===== config.mk =====
export PLATFORM = sky130hd
export DESIGN_NAME = ula_b_operand_stage
export DESIGN_NICKNAME = d
export VERILOG_FILES = /design/src/rtl/ula_pkg.sv /design/src/rtl/ula_b_select.sv /design/src/rtl/ula_b_operand_stage.sv
export SDC_FILE = /design/constraint.sdc
export NUM_CORES = 1
export LEC_CHECK = 0
export ABC_AREA = 1
export ABC_CLOCK_PERIOD_IN_PS = 1500
export CORE_UTILIZATION = 39
export CTS_CLUSTER_SIZE = 30
export DETAILED_ROUTE_END_ITERATION = 10
export GPL_TIMING_DRIVEN = 0
export PLACE_DENSITY = 0.77
export RECOVER_POWER = 100
export SYNTH_ARGS = -nofsm -noshare
export SYNTH_HDL_FRONTEND = slang
export SYNTH_SLANG_ARGS = --single-unit

===== constraint.sdc =====
create_clock -name clk -period 1.5 [get_ports clk]
set_clock_uncertainty 0.05 [all_clocks]
set_input_delay 0.15 -clock clk [delete_from_list [all_inputs] [get_ports clk]]
set_output_delay 0.15 -clock clk [all_outputs]
set_load 0.01 [all_outputs]

===== src/rtl/ula_pkg.sv =====
// Shared encodings for the ULA operand B stage: mode codes, skid-buffer states,
// and the default constant presented on selector code 0.
package ula_pkg;

   localparam int DEF_CONST_VAL = 4;

   typedef enum logic [1:0] {
      MODE_PASS     = 2'b00,
      MODE_SEXT     = 2'b01,
      MODE_SEXT_SL2 = 2'b10,
      MODE_ZEXT     = 2'b11
   } mode_e;

   typedef enum logic [1:0] {
      BUF_EMPTY = 2'b00,
      BUF_ONE   = 2'b01,
      BUF_FULL  = 2'b10
   } buf_state_e;

endpackage


===== src/rtl/ula_b_select.sv =====
// Combinational operand B selection: constant / channel / error, then the
// 16-bit immediate style transform chosen by mode.
module ula_b_select
   import ula_pkg::*;
#(
   parameter int WIDTH     = 32,
   parameter int NUM_IN    = 4,
   parameter int CONST_VAL = DEF_CONST_VAL,
   parameter int SEL_W     = 4
) (
   input  logic [SEL_W-1:0]        selector,
   input  logic [NUM_IN*WIDTH-1:0] data_in,
   input  logic [1:0]              mode,
   output logic [WIDTH-1:0]        operand,
   output logic                    sel_err
);

   logic [WIDTH-1:0] sel_val;
   logic [WIDTH-1:0] sext_val;

   // Any code not matched below is out of range and yields zero with sel_err.
   always_comb begin
      sel_val = '0;
      sel_err = 1'b1;
      if (selector == '0) begin
         sel_val = WIDTH'(CONST_VAL);
         sel_err = 1'b0;
      end
      for (int i = 0; i < NUM_IN; i++) begin
         if (selector == SEL_W'(i + 1)) begin
            sel_val = data_in[i*WIDTH +: WIDTH];
            sel_err = 1'b0;
         end
      end
   end

   assign sext_val = {{(WIDTH-16){sel_val[15]}}, sel_val[15:0]};

   always_comb begin
      case (mode)
         MODE_SEXT:     operand = sext_val;
         MODE_SEXT_SL2: operand = {sext_val[WIDTH-3:0], 2'b00};
         MODE_ZEXT:     operand = {{(WIDTH-16){1'b0}}, sel_val[15:0]};
         default:       operand = sel_val;
      endcase
   end

endmodule


===== src/rtl/ula_b_operand_stage.sv =====
// Operand B stage: select/transform, then a 2-entry skid buffer so in_ready is
// a flop and never depends combinationally on out_ready.
module ula_b_operand_stage
   import ula_pkg::*;
#(
   parameter int WIDTH     = 32,
   parameter int NUM_IN    = 4,
   parameter int CONST_VAL = DEF_CONST_VAL,
   parameter int SEL_W     = 4
) (
   input  logic                    clk,
   input  logic                    reset,
   input  logic                    in_valid,
   output logic                    in_ready,
   input  logic [SEL_W-1:0]        selector,
   input  logic [NUM_IN*WIDTH-1:0] data_in,
   input  logic [1:0]              mode,
   output logic                    out_valid,
   input  logic                    out_ready,
   output logic [WIDTH-1:0]        operand_out,
   output logic                    sel_err
);

   buf_state_e       state, state_nxt;
   logic [WIDTH-1:0] sel_operand;
   logic             sel_operand_err;
   logic [WIDTH-1:0] out_q, skid_q;
   logic             out_err_q, skid_err_q;
   logic             in_ready_q, out_valid_q;
   logic             acc, drn;
   logic             ld_out_new, ld_out_skid, ld_skid;

   ula_b_select #(
      .WIDTH     (WIDTH),
      .NUM_IN    (NUM_IN),
      .CONST_VAL (CONST_VAL),
      .SEL_W     (SEL_W)
   ) u_sel (
      .selector (selector),
      .data_in  (data_in),
      .mode     (mode),
      .operand  (sel_operand),
      .sel_err  (sel_operand_err)
   );

   assign acc = in_valid && in_ready_q;
   assign drn = out_valid_q && out_ready;

   always_comb begin
      state_nxt   = state;
      ld_out_new  = 1'b0;
      ld_out_skid = 1'b0;
      ld_skid     = 1'b0;
      case (state)
         BUF_EMPTY: if (acc) begin
            state_nxt  = BUF_ONE;
            ld_out_new = 1'b1;
         end
         BUF_ONE: begin
            if (acc && drn) begin
               ld_out_new = 1'b1;
            end else if (acc) begin
               state_nxt = BUF_FULL;
               ld_skid   = 1'b1;
            end else if (drn) begin
               state_nxt = BUF_EMPTY;
            end
         end
         BUF_FULL: if (drn) begin
            state_nxt   = BUF_ONE;
            ld_out_skid = 1'b1;
         end
         default: state_nxt = BUF_EMPTY;
      endcase
   end

   // Handshake flags are re-registered from the next state so both are flops.
   always_ff @(posedge clk) begin
      if (!reset) begin
         state       <= BUF_EMPTY;
         in_ready_q  <= 1'b1;
         out_valid_q <= 1'b0;
         out_q       <= '0;
         out_err_q   <= 1'b0;
         skid_q      <= '0;
         skid_err_q  <= 1'b0;
      end else begin
         state       <= state_nxt;
         in_ready_q  <= (state_nxt != BUF_FULL);
         out_valid_q <= (state_nxt != BUF_EMPTY);
         if (ld_out_new) begin
            out_q     <= sel_operand;
            out_err_q <= sel_operand_err;
         end else if (ld_out_skid) begin
            out_q     <= skid_q;
            out_err_q <= skid_err_q;
         end
         if (ld_skid) begin
            skid_q     <= sel_operand;
            skid_err_q <= sel_operand_err;
         end
      end
   end

   assign in_ready    = in_ready_q;
   assign out_valid   = out_valid_q;
   assign operand_out = out_q;
   assign sel_err     = out_err_q;

endmodule

**Yosys cells after proc, flatten, opt, wreduce, memory -nomap -nowiden**

Cells that the tools add are included.
W data, S select, Z words.

- Add/sub/neg operators: 0
- Multipliers: 0
- Divide/modulo/power cells: 0
- Magnitude comparators: 0
- Eq/ne operators: 10
- Shifts and indexed selects: 0
- Muxes and demuxes: 28
- Bitwise gates (word level): 0
- Reduce and logical (&&, ||, !) cells: 7

Operators with widths:

| cell | number |
|---|---|
| $mux W32 | 6 |
| $pmux W32 S3 | 1 |
| $mux W1 | 13 |
| $mux W2 | 5 |
| $eq A4 B2 Y1 const B | 2 |
| $eq A2 B2 Y1 const B | 3 |
| $pmux W2 S3 | 1 |
| $eq A2 B1 Y1 const B | 2 |
| $eq A4 B1 Y1 const B | 1 |
| $eq A4 B3 Y1 const B | 1 |
| $logic_not A4 Y1 | 1 |
| $reduce_bool A2 Y1 | 2 |
| $logic_and A1 B1 Y1 | 3 |
| $mux W3 | 1 |
| $logic_not A2 Y1 | 1 |
| $ne A2 B2 Y1 const B | 1 |
| $pmux W1 S2 | 1 |

- Register bits: 70
- Bits in latches: 0
- RAM bits: 0
- Bits in read-only memories: 0
- Word-level logic and storage cells: 52
- Memories kept: 0

**Depth between registers and ports, before layout**

- Word-level depth: 8
- Depth in mapped cells: 12
- Mapped depth without buffers: 11

**Hierarchy**

From an unflattened synthesis, not the netlist that was laid out.

- Cell total of the unflattened synthesis: 756
- Area total of the unflattened synthesis: 4616.9 µm²

Modules (own cells, without submodules):

| module | instances | cells an instance | area an instance (µm²) | sequential area each (µm²) |
|---|---|---|---|---|
| ula_b_operand_stage | 1 | 426 | 3080.5 | 1401.3 |
| ula_b_select | 1 | 330 | 1536.5 | 0.0 |

**Worst setup path after synthesis**

Ideal clock, no wire load.

- Path type: flip-flop to flip-flop
- Start: register out_valid_q (netlist: out_valid)
- End: register out_q[23] (netlist: operand_out[23])
- Library setup time: 0.070 ns
- Arrival time: 1.389 ns
- Data required time: 1.380 ns
- Slack: -0.010 ns
- Cell stages (with the launch flop): 9
- Path buffers: 2
- Path through: dfxtp_1 nand2_1 nand2_1 inv_1 nor3_2 buf_2 clkbuf_1 nand2_1 a21oi_1

- Longest elaborated chain between the ends: 5
- Elaborated cells on any way between the ends: 8
- Classes of those cells: mux: 5; reduce/logical: 3

RTL lines:

| what | line | text |
|---|---|---|
| start, declared | ula_b_operand_stage.sv:29 | `logic in_ready_q, out_valid_q;` |
| start signal, assigned | ula_b_operand_stage.sv:90 | `out_valid_q <= (state_nxt != BUF_EMPTY);` |
| $logic_and A1 B1 Y1 * | ula_b_operand_stage.sv:47 | `assign drn = out_valid_q && out_ready;` |
| $logic_and A1 B1 Y1 | ula_b_operand_stage.sv:60 | `if (acc && drn) begin` |
| $mux W1 | ula_b_operand_stage.sv:60 |  |
| $pmux W1 S2 | ula_b_operand_stage.sv:54 | `case (state)` |
| $mux W32 / $reduce_bool A2 Y1 (equally long branches) | n/a |  |
| end signal, assigned | ula_b_operand_stage.sv:92 | `out_q <= sel_operand;` |
| end signal, assigned | ula_b_operand_stage.sv:95 | `out_q <= skid_q;` |
| end, declared | ula_b_operand_stage.sv:27 | `logic [WIDTH-1:0] out_q, skid_q;` |

Every way passes the cells marked *; elsewhere a longest branch is shown, timed or not.
A chain may end at the register's enable or synchronous reset.

**Worst setup path in the final report**

- Start: register out_valid_q (netlist: out_valid)
- End: register out_q[3] (netlist: operand_out[3])

The elaborated chain is that of the path after synthesis.

==> out/metrics.csv <==
metric;value;unit
finalSetupViolCount;26;
hp-start;reset;
synth_fp_nets;811;
drive_gt1_share;18.1;%
tightest_slew;0.694;ns
fin_worst_hold_slack;0.203;ns
clkLatencyLatePin;0.36;ns
syn2layout_area_growth;67.8;%
internal_power;4.13;mW
hold_viol_final;0;
setup.worst_path.start;out_valid$_SDFF_PN0_;
post-dp-hpwl;11800;um
dieArea;11100;um^2
clkPwrFrac;35.0;%
synth_ff_type;dfxtp_1;
total_power;5.80;mW
required;1.74;ns
first_global_vias;5228;
n_antenna_cell;0;
cts_tree;built;
multi_input_area;2520;um^2
regArea;1410;um^2
drc;0;
hold_class;primary input to register;
failed_checks;setup timing;
final_nets;1023;
clock-sinks;70;
vias_per_cell;5.32;
gp_congestion;0.930;
firstDrtPassIters;5;
numCtsBuffers;9;
syn-instance-count;673;
antenna_found_initial;0;
dieWidth;105;um
vias;5460;
avgSynthCellArea;6.17;um^2
rr_startpoint;out_valid$_SDFF_PN0_;
syn_area;4150;um^2
num-fill-cells;909;
seqPwrFrac;35.6;%
gr-usage-all-layers;29.0;%
slew_headroom;53.8;%
p_sw_share;28.9;%
root_buffer;clkbuf_8;
fmax;624;MHz
ys_seq_elements;70;
fp.dieH;105;um
switchingPower;1.68;mW
yosys.area.top_type;dfxtp_1;
synth_top_area_share;33.8;%
rsz0062_at_grt;yes;
fin_ws;-0.103;ns
ys_warn_count;0;
status;complete, but fails checks;
end_kind;register;
grt_overflow;0;
finalWirelength;16900;um
pre_cts_slack;-0.720;ns
synthTopCellsByArea;dfxtp_1, nand2_1, nand3_1;
yosysUniqueCellTypes;25;
ys_async_sr_fraction;0;%
power_density;834;nW/um^2
io_buffer_count;171;
arrival;1.84;ns
drv_slew;0;
peakVddDrop;0.494;mV
ys_seq_area_share;33.8;%
htreeDepth;3;
maxCapViolCount;0;
combPwrFrac;29.4;%
ios;173;
grt_pass1_wl;25400;um
path_clk_slew;0.08;ns
drt_iter0_markers;364;
wl_per_cell;16.5;um
crit_type;register to register;
period_share;107;%
grt_max_degree;13;
fp-row-count;37;
coreArea;10300;um^2
cts_hold_buf;0;
critPathMaxFanout;7;
clk_path_buf_depth;2;
fin_crit;1.60;ns
antenna_left;0;
start_util;40.2;%
synth-edff-count;0;
critPathLaunchType;register;
leakagePower;2.86;nW
==> cells by family (layout without fill, tap and decap cells) <==
logic type             count (synthesis)  count (layout)  synth area share [%]
AOI/OAI and AO/OA                    115             115                  14.9
buffers and inverters                114             331                  11.5
DFF                                   70              70                  33.8
and+or+nand+nor                      374             374                  39.8
==> Yosys cell counts (all sizes together), types with 5 or more instances <==
cell type  instances
nor2              47
o211ai             5
dfxtp             70
nand4             30
nand2            193
a31oi             13
o21ai             47
clkbuf            19
a21oi             50
nand3             99
buf               28
inv               66
==> state kept, by name, indices dropped and copies added (netlist names) <==
name and count:
in_ready 1, sel_err 1, state 2, operand_out 32, out_valid 1, skid_q 32, skid_err_q 1
==> placed cells by master (no fill, tap or decap), types with 4 or more instances in the layout <==
| cell | instances |
|---|---|
| nor2_2 | 7 |
| buf_4 | 26 |
| a21oi_2 | 12 |
| inv_1 | 58 |
| o21ai_1 | 33 |
| inv_4 | 5 |
| nand3_2 | 4 |
| buf_8 | 4 |
| nand3_1 | 94 |
| o21ai_2 | 6 |
| o21ai_0 | 8 |
| nand2_2 | 11 |
| o211ai_1 | 4 |
| nand2_1 | 177 |
| bufinv_16 | 4 |
| clkbuf_4 | 8 |
| nand2_4 | 5 |
| clkdlybuf4s50_1 | 160 |
| nand4_1 | 29 |
| buf_2 | 8 |
| a21oi_1 | 38 |
| clkbuf_2 | 7 |
| clkbuf_1 | 11 |
| nor2_1 | 31 |
| a31oi_1 | 12 |
| dfxtp_1 | 66 |
| buf_6 | 16 |
| clkbuf_8 | 9 |
| nor2_4 | 9 |
==> worst paths after layout <==
path | slack, ns | cells past startpoint | to
worst max-delay path | -0.10 | 10 | operand_out[3]$_SDFFE_PN0P_
worst min-delay path | 0.20 | 3 | skid_q[11]$_SDFFE_PN0P_
worst max register to register | -0.10 | 10 | operand_out[3]$_SDFFE_PN0P_
worst min register to register | 0.42 | 2 | operand_out[15]$_SDFFE_PN0P_
==> layer usage <==
metal  global-route usage (%)  vias up  routed length [um]
met1                     33.4     2537                6720
met2                     52.4      241                8640
met3                     5.55       37                1060
met5                        0        -                   0
met4                     11.5        0                 477
li1                         -     2645                   -
==> power groups by stage <==
stage	clock network, mW	registers, mW	logic [mW]
CTS	2.02	2.05	1.50
floorplan	0	2.11	0.619
finish	2.03	2.07	1.71
global placement	0	2.08	1.33
global route	2.14	2.08	1.82
detailed placement	0	2.09	1.35
==> critical path: stages (launching register included) <==
cell and delay (ns):
dfxtp_2 0.35, nand2_4 0.07, nand2_4 0.09, inv_4 0.04
nor3_4 0.23, buf_6 0.21, buf_8 0.14, nor2_4 0.04
nor2_2 0.11, nand2_2 0.08, a21oi_2 0.13
==> through the flow <==
| stage | util [%] | instances | setup TNS, ns | area (um^2) |
|---|---|---|---|---|
| finish | 67.4 | 1026 | -0.902 | 6960 |
| global route | 67.4 | 1026 | -3.91 | 6960 |
| CTS | 63.7 | 1012 | -2.30 | 6580 |
| detailed placement | 58.4 | 980 | -39.31 | 6030 |
| global placement | 58.4 | 980 | -37.80 | 6030 |
| floorplan | - | 673 | 0 | 4150 |
==> timing repair <==
action,CTS,global route
resized for setup,74,123
cloned,1,4
pin swaps,16,25
endpoints found under the setup margin,68,68
buffers inserted,15,11
==> area by class of cell <==
| cell class | count | share of cell area, % |
|---|---|---|
| clock inverter | 6 | 1.92 |
| timing repair buffer | 201 | 28.4 |
| tap | 136 | 2.44 |
| buffer | 47 | 5.21 |
| sequential | 70 | 20.2 |
| multi-input combinational | 489 | 36.2 |
| inverter | 67 | 3.79 |
| clock buffer | 10 | 1.83 |
(Power assumes the default switching activity.)
